File: src/rtl/leitor_teclado.sv
// leitor_teclado: 4x3 matrix keypad scanner with debouncing.
// Drives one keypad column low at a time, looks for exactly one low row,
// debounces the press, emits the key code with a one-cycle strobe, then
// waits for a debounced release before scanning again.
//
// Ports:
//   clk      in   system clock, rising edge
//   reset    in   synchronous, active-high reset
//   linhas   in   [3:0] keypad rows, active-low (1111 = no key)
//   colunas  out  [2:0] column drive, active-low one-hot
//   numero   out  [3:0] code of the last accepted key (* = 10, # = 11)
//   insere   out  one-cycle strobe: numero is new and valid
//   ocupado  out  high while a key is being debounced, emitted or released
module leitor_teclado #(
    parameter int unsigned SCAN_CYCLES     = 2,
    parameter int unsigned DEBOUNCE_CYCLES = 4
) (
    input  logic       clk,
    input  logic       reset,
    input  logic [3:0] linhas,
    output logic [2:0] colunas,
    output logic [3:0] numero,
    output logic       insere,
    output logic       ocupado
);

    localparam int unsigned SW = (SCAN_CYCLES > 1) ? $clog2(SCAN_CYCLES) : 1;
    localparam int unsigned DW = (DEBOUNCE_CYCLES > 1) ? $clog2(DEBOUNCE_CYCLES) : 1;
    localparam logic [SW-1:0] DWELL_LAST = SW'(SCAN_CYCLES - 1);
    localparam logic [DW-1:0] DEB_LAST   = DW'(DEBOUNCE_CYCLES - 1);

    typedef enum logic [1:0] {
        VARRE,
        ESTABILIZA,
        EMITE,
        ESPERA_SOLTAR
    } state_t;

    state_t        state_q, state_d;
    logic [SW-1:0] dwell_q, dwell_d;
    logic [DW-1:0] cnt_q,   cnt_d;
    logic [2:0]    col_q,   col_d;
    logic [3:0]    rows_q,  rows_d;
    logic [3:0]    numero_q, numero_d;
    logic          insere_q, insere_d;
    logic          ocupado_q;
    logic          one_low;
    logic [2:0]    col_next;

    // Row r / column c -> key code; row 3 holds *, 0, #.
    function automatic logic [3:0] key_code(input logic [3:0] rows, input logic [2:0] cols);
        logic [1:0] r;
        logic [1:0] c;
        logic [3:0] code;
        case (rows)
            4'b1110: r = 2'd0;
            4'b1101: r = 2'd1;
            4'b1011: r = 2'd2;
            default: r = 2'd3;
        endcase
        case (cols)
            3'b110:  c = 2'd0;
            3'b101:  c = 2'd1;
            default: c = 2'd2;
        endcase
        if (r == 2'd3) begin
            case (c)
                2'd0:    code = 4'd10;
                2'd1:    code = 4'd0;
                default: code = 4'd11;
            endcase
        end else begin
            code = ({2'b00, r} * 4'd3) + {2'b00, c} + 4'd1;
        end
        return code;
    endfunction

    // Only a single low row is a valid press; zero or several are ignored.
    always_comb begin
        case (linhas)
            4'b1110, 4'b1101, 4'b1011, 4'b0111: one_low = 1'b1;
            default:                            one_low = 1'b0;
        endcase
    end

    // Rotate the low bit: 110 -> 101 -> 011 -> 110.
    assign col_next = {col_q[1:0], col_q[2]};

    always_comb begin
        state_d  = state_q;
        dwell_d  = dwell_q;
        cnt_d    = cnt_q;
        col_d    = col_q;
        rows_d   = rows_q;
        numero_d = numero_q;
        insere_d = 1'b0;

        case (state_q)
            VARRE: begin
                if (dwell_q == DWELL_LAST) begin
                    dwell_d = '0;
                    if (one_low) begin
                        rows_d  = linhas;
                        cnt_d   = '0;
                        state_d = ESTABILIZA;
                    end else begin
                        col_d = col_next;
                    end
                end else begin
                    dwell_d = dwell_q + 1'b1;
                end
            end
            ESTABILIZA: begin
                if (linhas == rows_q) begin
                    // Transition on the sample that brings the count to DEBOUNCE_CYCLES.
                    if (cnt_q == DEB_LAST) begin
                        cnt_d   = '0;
                        state_d = EMITE;
                    end else begin
                        cnt_d = cnt_q + 1'b1;
                    end
                end else begin
                    col_d   = col_next;
                    dwell_d = '0;
                    state_d = VARRE;
                end
            end
            EMITE: begin
                numero_d = key_code(rows_q, col_q);
                insere_d = 1'b1;
                cnt_d    = '0;
                state_d  = ESPERA_SOLTAR;
            end
            ESPERA_SOLTAR: begin
                if (linhas == 4'b1111) begin
                    if (cnt_q == DEB_LAST) begin
                        cnt_d   = '0;
                        col_d   = 3'b110;
                        dwell_d = '0;
                        state_d = VARRE;
                    end else begin
                        cnt_d = cnt_q + 1'b1;
                    end
                end else begin
                    cnt_d = '0;
                end
            end
            default: begin
                state_d = VARRE;
            end
        endcase
    end

    always_ff @(posedge clk) begin
        if (reset) begin
            state_q   <= VARRE;
            dwell_q   <= '0;
            cnt_q     <= '0;
            col_q     <= 3'b110;
            rows_q    <= '1;
            numero_q  <= '0;
            insere_q  <= 1'b0;
            ocupado_q <= 1'b0;
        end else begin
            state_q   <= state_d;
            dwell_q   <= dwell_d;
            cnt_q     <= cnt_d;
            col_q     <= col_d;
            rows_q    <= rows_d;
            numero_q  <= numero_d;
            insere_q  <= insere_d;
            ocupado_q <= (state_d != VARRE);
        end
    end

    assign colunas = col_q;
    assign numero  = numero_q;
    assign insere  = insere_q;
    assign ocupado = ocupado_q;

endmodule

File: config.mk
export PLATFORM = sky130hd
export DESIGN_NAME = leitor_teclado
export DESIGN_NICKNAME = d
export VERILOG_FILES = /design/src/rtl/leitor_teclado.sv
export SDC_FILE = /design/constraint.sdc
export NUM_CORES = 1
export LEC_CHECK = 0
export BUFFER_PORTS_ARGS = -buffer_cell sky130_fd_sc_hd__buf_2
export CAP_MARGIN = 20
export CORE_ASPECT_RATIO = 1.2
export CORE_MARGIN = 3
export CORE_UTILIZATION = 50
export CTS_CLUSTER_DIAMETER = 80
export DETAILED_ROUTE_END_ITERATION = 7
export HOLD_SLACK_MARGIN = 0.02
export PLACE_DENSITY = 0.74
export SETUP_SLACK_MARGIN = 0.3
export SLEW_MARGIN = 20
export SYNTH_ARGS = -nofsm -noshare
export SYNTH_HDL_FRONTEND = slang
export SYNTH_SLANG_ARGS = --single-unit
File: constraint.sdc
create_clock -name clk -period 2.25 [get_ports clk]
set_clock_uncertainty 0.2 [all_clocks]
set_input_delay 0.225 -clock clk [delete_from_list [all_inputs] [get_ports clk]]
set_output_delay 0.225 -clock clk [all_outputs]
set_load 0.01 [all_outputs]
==> results.md, run 1 <==
- Fin Hold WS: 108 ps
- Initial core utilization: 55.2%
- CP endpoint kind: flip-flop
- DR iter-0 viols: 20
- Total CTS buffers: 3
- Routability cong.: 0.817
- Type of origin of the critical path: flip-flop
- Syn avg cell area: between 9 and 10 sq um
- Peak VDD IR: 484 uV
- N_diodes: 0
- Remaining DRCs: 0
- Die ar.: 2700 sq um
- Mapped Cells: ~110
- Placed Cells incl. Taps: 148
- Die H: between 50 and 60 um
- Total power: 0.000792 W
- MaxCap Viol Count: 0
- Cell Area, Synth: 1060 sq um
- GRT Total Usage: 18.7%
- Library cells used by synthesis: 41
- Kind of critical path: flip-flop to flip-flop
- Largest net degree at the start of global routing: 22
- Violated checks: negative setup slack
- Final Cycle Share: 102%
- IO buf count: 14
- Vias per inst: 6.02
- Clk slew on worst S/H paths: 110 ps
- Non-filler cells in the finished layout: 156
- CORE AREA: 1910 sq um
- H-tree depth: 1
- Area Growth Syn to Fin: 26.4%
- Fmax: 435 MHz
- Final setup fails: 1
- Mapped Nets: between 100 and 150
- Fillcell total: 143
- Placed cell areas: 1200 sq um
- Std cell rows: 17
- Critical path fanouts, max: 3
- Yosys warns: 0
- Min Tclk post-route: 2300 ps
- Critical path arrival: approximately 2300 ps
- CTS hold repair buffers: 0
- Final ANT Viol Nets: 0
- Required time of the worst setup path: between 2000 and 2500 ps
- Avg WL per Cell: 14.8 um
- Via count: 939
- Total clock sinks: 18
- Sequential area share after synthesis: 34.1%
- Actual slew at the worst max-slew pin: 450 ps
- Count of pins over their slew limit: 0
- Grt ovf: 0
- Initial antenna violation count: 0
- Die X: 48.0 um
- Number of synthesized flops with an enable pin: 0
- Flop2flop setup slack: -50 ps
- Drt total wl: 2310 um
- CP peak stage delay: 530 ps
- Reg2Reg Depth: 9
- PnR worst setup slack: -51.5 ps
- Yosys reg bits: 18
- Slowest cell on crit path: fa_1
- Number of global-route vias before repair: 842
- Final hold violations: 0
- Buffer depth of the longest clock path: 2
- Hold path cells: 2
- Nets: 151
- Ys flop type: dfxtp_1
- Slew headroom: 70.0%
- TNS Setup: -51.5 ps
- First drt pass iteration count: 4
- Final Instance Area: around 1300 sq um
- Clk_lat worst skew: around 300 ps
- CTS tree: built
- Status: finished, violations left
- Root buf cell: clkbuf_4
- Path type of the worst min-delay path: primary input to flip-flop
- I/O pins: 15
- Global-route wire length before repair: around 3800 um
- RSZ-0062 raised after global routing: yes
- Post-DP HPWL: around 1600 um
- Cell Chain, Critical Path: nand4b_1 -> ha_4 -> nand2_4 -> nand2_4 -> ha_4 -> fa_1 -> a21oi_1 -> a311o_1 -> a21oi_1
- Post-synthesis async set-or-reset flop share: 0%
- Leakage: ~0.56 nW
- Power Dens Cells: around 590 nW/um^2
- Share of layout cells above drive strength 1: 38.7%
==> flip-flops by register name (all words and copies together) (netlist names) <==
name	cells
dwell_q	1
rows_q	4
state_q	2
colunas	3
cnt_q	2
insere	1
numero	4
ocupado	1
==> final timing paths <==
path / start / to
setup reg to reg: rows_q[1]$_SDFFE_PP1P_ / numero[1]$_SDFFE_PP0P_
setup / recovery: rows_q[1]$_SDFFE_PP1P_ / numero[1]$_SDFFE_PP0P_
hold / removal: reset / numero[0]$_SDFFE_PP0P_
hold reg to reg: numero[3]$_SDFFE_PP0P_ / numero[3]$_SDFFE_PP0P_
==> logic make-up after synthesis <==
group	count (synthesis)	synth area share, %
buffers and inverters	8	4.14
and+or+nand+nor	41	23.1
AOI/OAI and AO/OA	28	20.0
muxes	4	3.91
adders and majority gates	7	8.99
DFF	18	34.1
xor gates and xnor gates	7	5.80
==> cells in the mapped netlist (2+ instances only) <==
cell type  count  share of area (%)
a21oi_1        8                3.8
dfxtp_1       18                 34
and3_2         4                2.8
xor2_1         5                4.1
nand3_1        2               0.95
a211oi_1       3                2.1
ha_1           6                7.1
mux2i_1        3                2.8
nor2_1         8                2.8
nor4_1         2                1.2
nand2_1       10                3.6
nand3b_1       2                1.4
and3_1         3                1.8
inv_1          4                1.4
a211o_1        4                3.3
xnor2_1        2                1.7
nand4b_1       5                4.1
==> power breakdown <==
| group | internal, W | total, W | switching, W |
|---|---|---|---|
| clock network | 0.0000988 | 0.000204 | 0.000105 |
| logic | 0.000124 | 0.000243 | 0.000118 |
| registers | 0.000332 | 0.000345 | 0.0000136 |
==> final cells by class <==
| cell class | count | area, sq um | area share, % |
|---|---|---|---|
| clock buffer | 4 | 36.3 | 2.72 |
| inverter | 4 | 15.0 | 1.12 |
| multi-input combinational | 87 | 747 | 55.9 |
| sequential | 18 | 365 | 27.3 |
| tap | 19 | 23.8 | 1.78 |
| timing repair buffer | 24 | 149 | 11.1 |
==> timing repair <==
action / 4_1_cts / 5_1_grt
gates resized for setup: 6 / 5
endpoints found under the setup margin: 4 / 8
pin swaps: 9 / 8
setup buffers: 2 / 2
==> critical path: cells and delay by family (launching register included) <==
family	cells	cell delay, ps
fa+ha+maj	3	920
compound gates	3	420
simple gates	3	370
flops	1	340
==> per-stage QoR <==
step	setup slack (ps)	util, %
3_3_place_gp	-20.6	62.9
6_report	-51.5	69.8
5_1_grt	-169	69.8
2_1_floorplan	0.794	-
4_1_cts	-83.8	68.2
3_5_place_dp	-79.0	62.9
==> per-layer routing <==
layer	routed length [um]	global-route usage, %	vias up
met5	0	0	-
met4	31	6.92	0
met3	62	1.92	5
met2	1170	29.3	19
met1	1050	25.3	449
li1	-	-	466
==> cells in the final DEF (no fill, tap or decap), types with 2 or more instances in the layout <==
| master | count |
|---|---|
| nor4_1 | 2 |
| nand4b_1 | 5 |
| nand3_1 | 2 |
| ha_4 | 5 |
| a21oi_1 | 8 |
| xor2_1 | 5 |
| buf_4 | 9 |
| buf_2 | 14 |
| inv_1 | 4 |
| a211o_1 | 4 |
| dfxtp_2 | 4 |
| dfxtp_1 | 14 |
| and3_1 | 3 |
| xnor2_1 | 2 |
| nand3b_1 | 2 |
| and3_2 | 4 |
| clkbuf_4 | 3 |
| nor2_1 | 8 |
| mux2i_1 | 3 |
| nand2_1 | 8 |
| nand2_4 | 2 |
| a211oi_1 | 3 |
No activity file was read; power rests on OpenSTA's default activity.
==> inputs of run 2 (changes only) <==
- clock period: 2.25 -> 1.9 ns (I/O delays scaled with it)
==> run 2 against run 1 <==
Against the previous run: the flow still finishes with violations (negative setup slack); wire length grew 7.0%; design area grew 7.9%; sequential power grew 18%; register-to-register slack lost 390 ps; worst setup slack lost 390 ps; final cell count grew 6.4%; clock power shrank 7%; die area is the same; critical path type unchanged; critical endpoint unchanged; largest power group unchanged.
==> results.md, run 2 (synthesis results as in run 1) <==
- RSZ-0062 raised after global routing: yes
- Metal2 WL: 1330 um (+14%)
- Routed wl met3: 55 um (-11%)
- Die H: 56.4 um (unchanged)
- Count of pins over their slew limit: 0 (unchanged)
- Total clock sinks: 18 (unchanged)
- Area Growth Syn to Fin: 36.3%
- PnR worst setup slack: -441 ps (-390 ps)
- IO buf count: 14 (unchanged)
- Grt ovf: 0 (unchanged)
- Routability cong.: 0.848 (+3.9%)
- Kind of critical path: flip-flop to flip-flop
- Std cell rows: 17 (unchanged)
- Final ANT Viol Nets: 0 (unchanged)
- Clk slew on worst S/H paths: 100 ps (about the same)
- Buffer depth of the longest clock path: 2 (unchanged)
- Remaining DRCs: 0 (unchanged)
- Metal1 wirelength: 1060 um (+0.67%)
- Reg2Reg Depth: 7 (-2)
- N_diodes: 0 (unchanged)
- Peak VDD IR: 549 uV (+13%)
- Required time of the worst setup path: 1930 ps (-360 ps)
- Worst R2R Start: rows_q[2]$_SDFFE_PP1P_
- Violated checks: negative setup slack
- DP Worst Slack: -438 ps (-359 ps)
- GRT Total Usage: 20.3% (+1.7 points)
- Most common cell after layout, fill and taps aside: buf_4
- Critical path arrival: 2370 ps (+30 ps)
- Final hold violations: 0 (unchanged)
- Power Dens Cells: 648 nW/um^2 (+9.2%)
- I/O pins: 15 (unchanged)
- DR iter-0 viols: 32 (+60%)
- HP Start: reset
- First drt pass iteration count: 4 (unchanged)
- Fmax: 427 MHz (-1.7%)
- CTS hold repair buffers: 0 (unchanged)
- Path type of the worst min-delay path: primary input to flip-flop
- Leakage: 0.619 nW (+11%)
- Number of global-route vias before repair: 919 (+9.1%)
- Final Instance Area: 1440 sq um (+7.9%)
- Clk_lat worst skew: 290 ps (about the same)
- Actual slew at the worst max-slew pin: 387 ps (-62.6 ps)
- CP endpoint kind: flip-flop
- Placed cell areas: 1260 sq um (+5.0%)
- Initial core utilization: 55.2% (unchanged)
- Worst reg2reg path endpoint: numero[1]$_SDFFE_PP0P_
- CTS tree: built
- Total CTS buffers: 3 (unchanged)
- Non-filler cells in the finished layout: 166 (+6.4%)
- Largest net degree at the start of global routing: 22 (unchanged)
- Min Tclk post-route: 2340 ps (+39.7 ps)
- Hold Path Sink: insere$_SDFF_PP0_
- Die X: 48.0 um (unchanged)
- Type of origin of the critical path: flip-flop
- Post-DP HPWL: 1700 um (+5.5%)
- Avg WL per Cell: 14.9 um (+0.56%)
- Hold path cells: 2 (unchanged)
- Placed Cells incl. Taps: 156 (+5.4%)
- Initial antenna violation count: 0 (unchanged)
- H-tree depth: 1 (unchanged)
- Top Metal Used: met4
- CORE AREA: 1910 sq um (unchanged)
- Drt total wl: 2480 um (+7.0%)
- Flop2flop setup slack: -440 ps (-390 ps)
- Root buf cell: clkbuf_4
- Via count: 962 (+2.4%)
- Commonest non-fill, non-tap cells in the layout: buf_4, buf_2, dfxtp_1
- Share of layout cells above drive strength 1: 45.6% (+6.9 points)
- Fin util: 75.3% (+5.5 points)
- TNS Setup: -1030 ps (-978 ps)
- Die ar.: 2700 sq um (unchanged)
- Vias per inst: 5.80 (-3.7%)
- Nets: 162 (+7.3%)
- Slew headroom: 74.0% (+4.0 points)
- Critical path fanouts, max: 3 (unchanged)
- Status: finished, violations left
- Global-route wire length before repair: 3990 um (+6.3%)
- Final setup fails: 3 (+2)
- MaxCap Viol Count: 0 (unchanged)
- Final Cycle Share: 123% (+21 points)
==> run 2: cell count changes in the layout (fill, tap and decap cells not counted), sizes merged <==
cell    delta
buf       +11
clkbuf     -1
==> run 2: per-layer routing <==
| layer | global-route usage, % | up-vias |
|---|---|---|
| li1 | - | 491 |
| met1 | 22.9 | 455 |
| met2 | 35.3 | 12 |
| met3 | 3.85 | 4 |
| met4 | 7.69 | 0 |
| met5 | 0 | - |
==> run 2: how the worst max path moves through the flow <==
stage	startpoint	to	cells past startpoint	slack (ps)
detailed placement	rows_q[2]$_SDFFE_PP1P_	numero[1]$_SDFFE_PP0P_	7	-440
finish	rows_q[2]$_SDFFE_PP1P_	numero[1]$_SDFFE_PP0P_	7	-440
global route	rows_q[2]$_SDFFE_PP1P_	numero[1]$_SDFFE_PP0P_	7	-550
CTS	rows_q[2]$_SDFFE_PP1P_	numero[1]$_SDFFE_PP0P_	7	-440
global placement	rows_q[1]$_SDFFE_PP1P_	numero[1]$_SDFFE_PP0P_	7	-360
floorplan	rows_q[1]$_SDFFE_PP1P_	numero[1]$_SDFFE_PP0P_	7	-350
==> run 2: timing repair <==
action / 4_1_cts / 5_1_grt
buffers inserted: 5 / 2
gates resized for setup: 19 / 1
pin swaps: 9 / 8
setup endpoints to repair: 10 / 12
==> run 2: area by class of cell <==
type,count,area [sq um]
Multi-Input combinational cell,87,767
Inverter,4,15.0
Sequential cell,18,367
Clock buffer,3,22.5
Timing Repair Buffer,35,246
Tap cell,19,23.8
Fill cell,146,473
==> run 2: per-stage QoR <==
stage	total power (W)	hold WS, ps
2_1_floorplan	0.000587	241
3_3_place_gp	0.000656	239
3_5_place_dp	0.000668	245
4_1_cts	0.000923	88.9
5_1_grt	0.000995	109
6_report	0.000933	81.0
==> run 2: power breakdown <==
part / leakage, nW / switching [W] / internal [W] / total [W]
Sequential: 0.145 / 0.0000130 / 0.000393 / 0.000406
Combinational: 0.460 / 0.000154 / 0.000183 / 0.000338
Clock: 0.0138 / 0.000116 / 0.0000739 / 0.000190
==> run 2: worst max-delay path, cell delays in order (launching register included) <==
cell and delay [ps]:
dfxtp_2 340, nand4b_1 250, ha_4 330, ha_4 200
fa_1 530, a21oi_1 40, a311o_1 260, a21oi_1 130
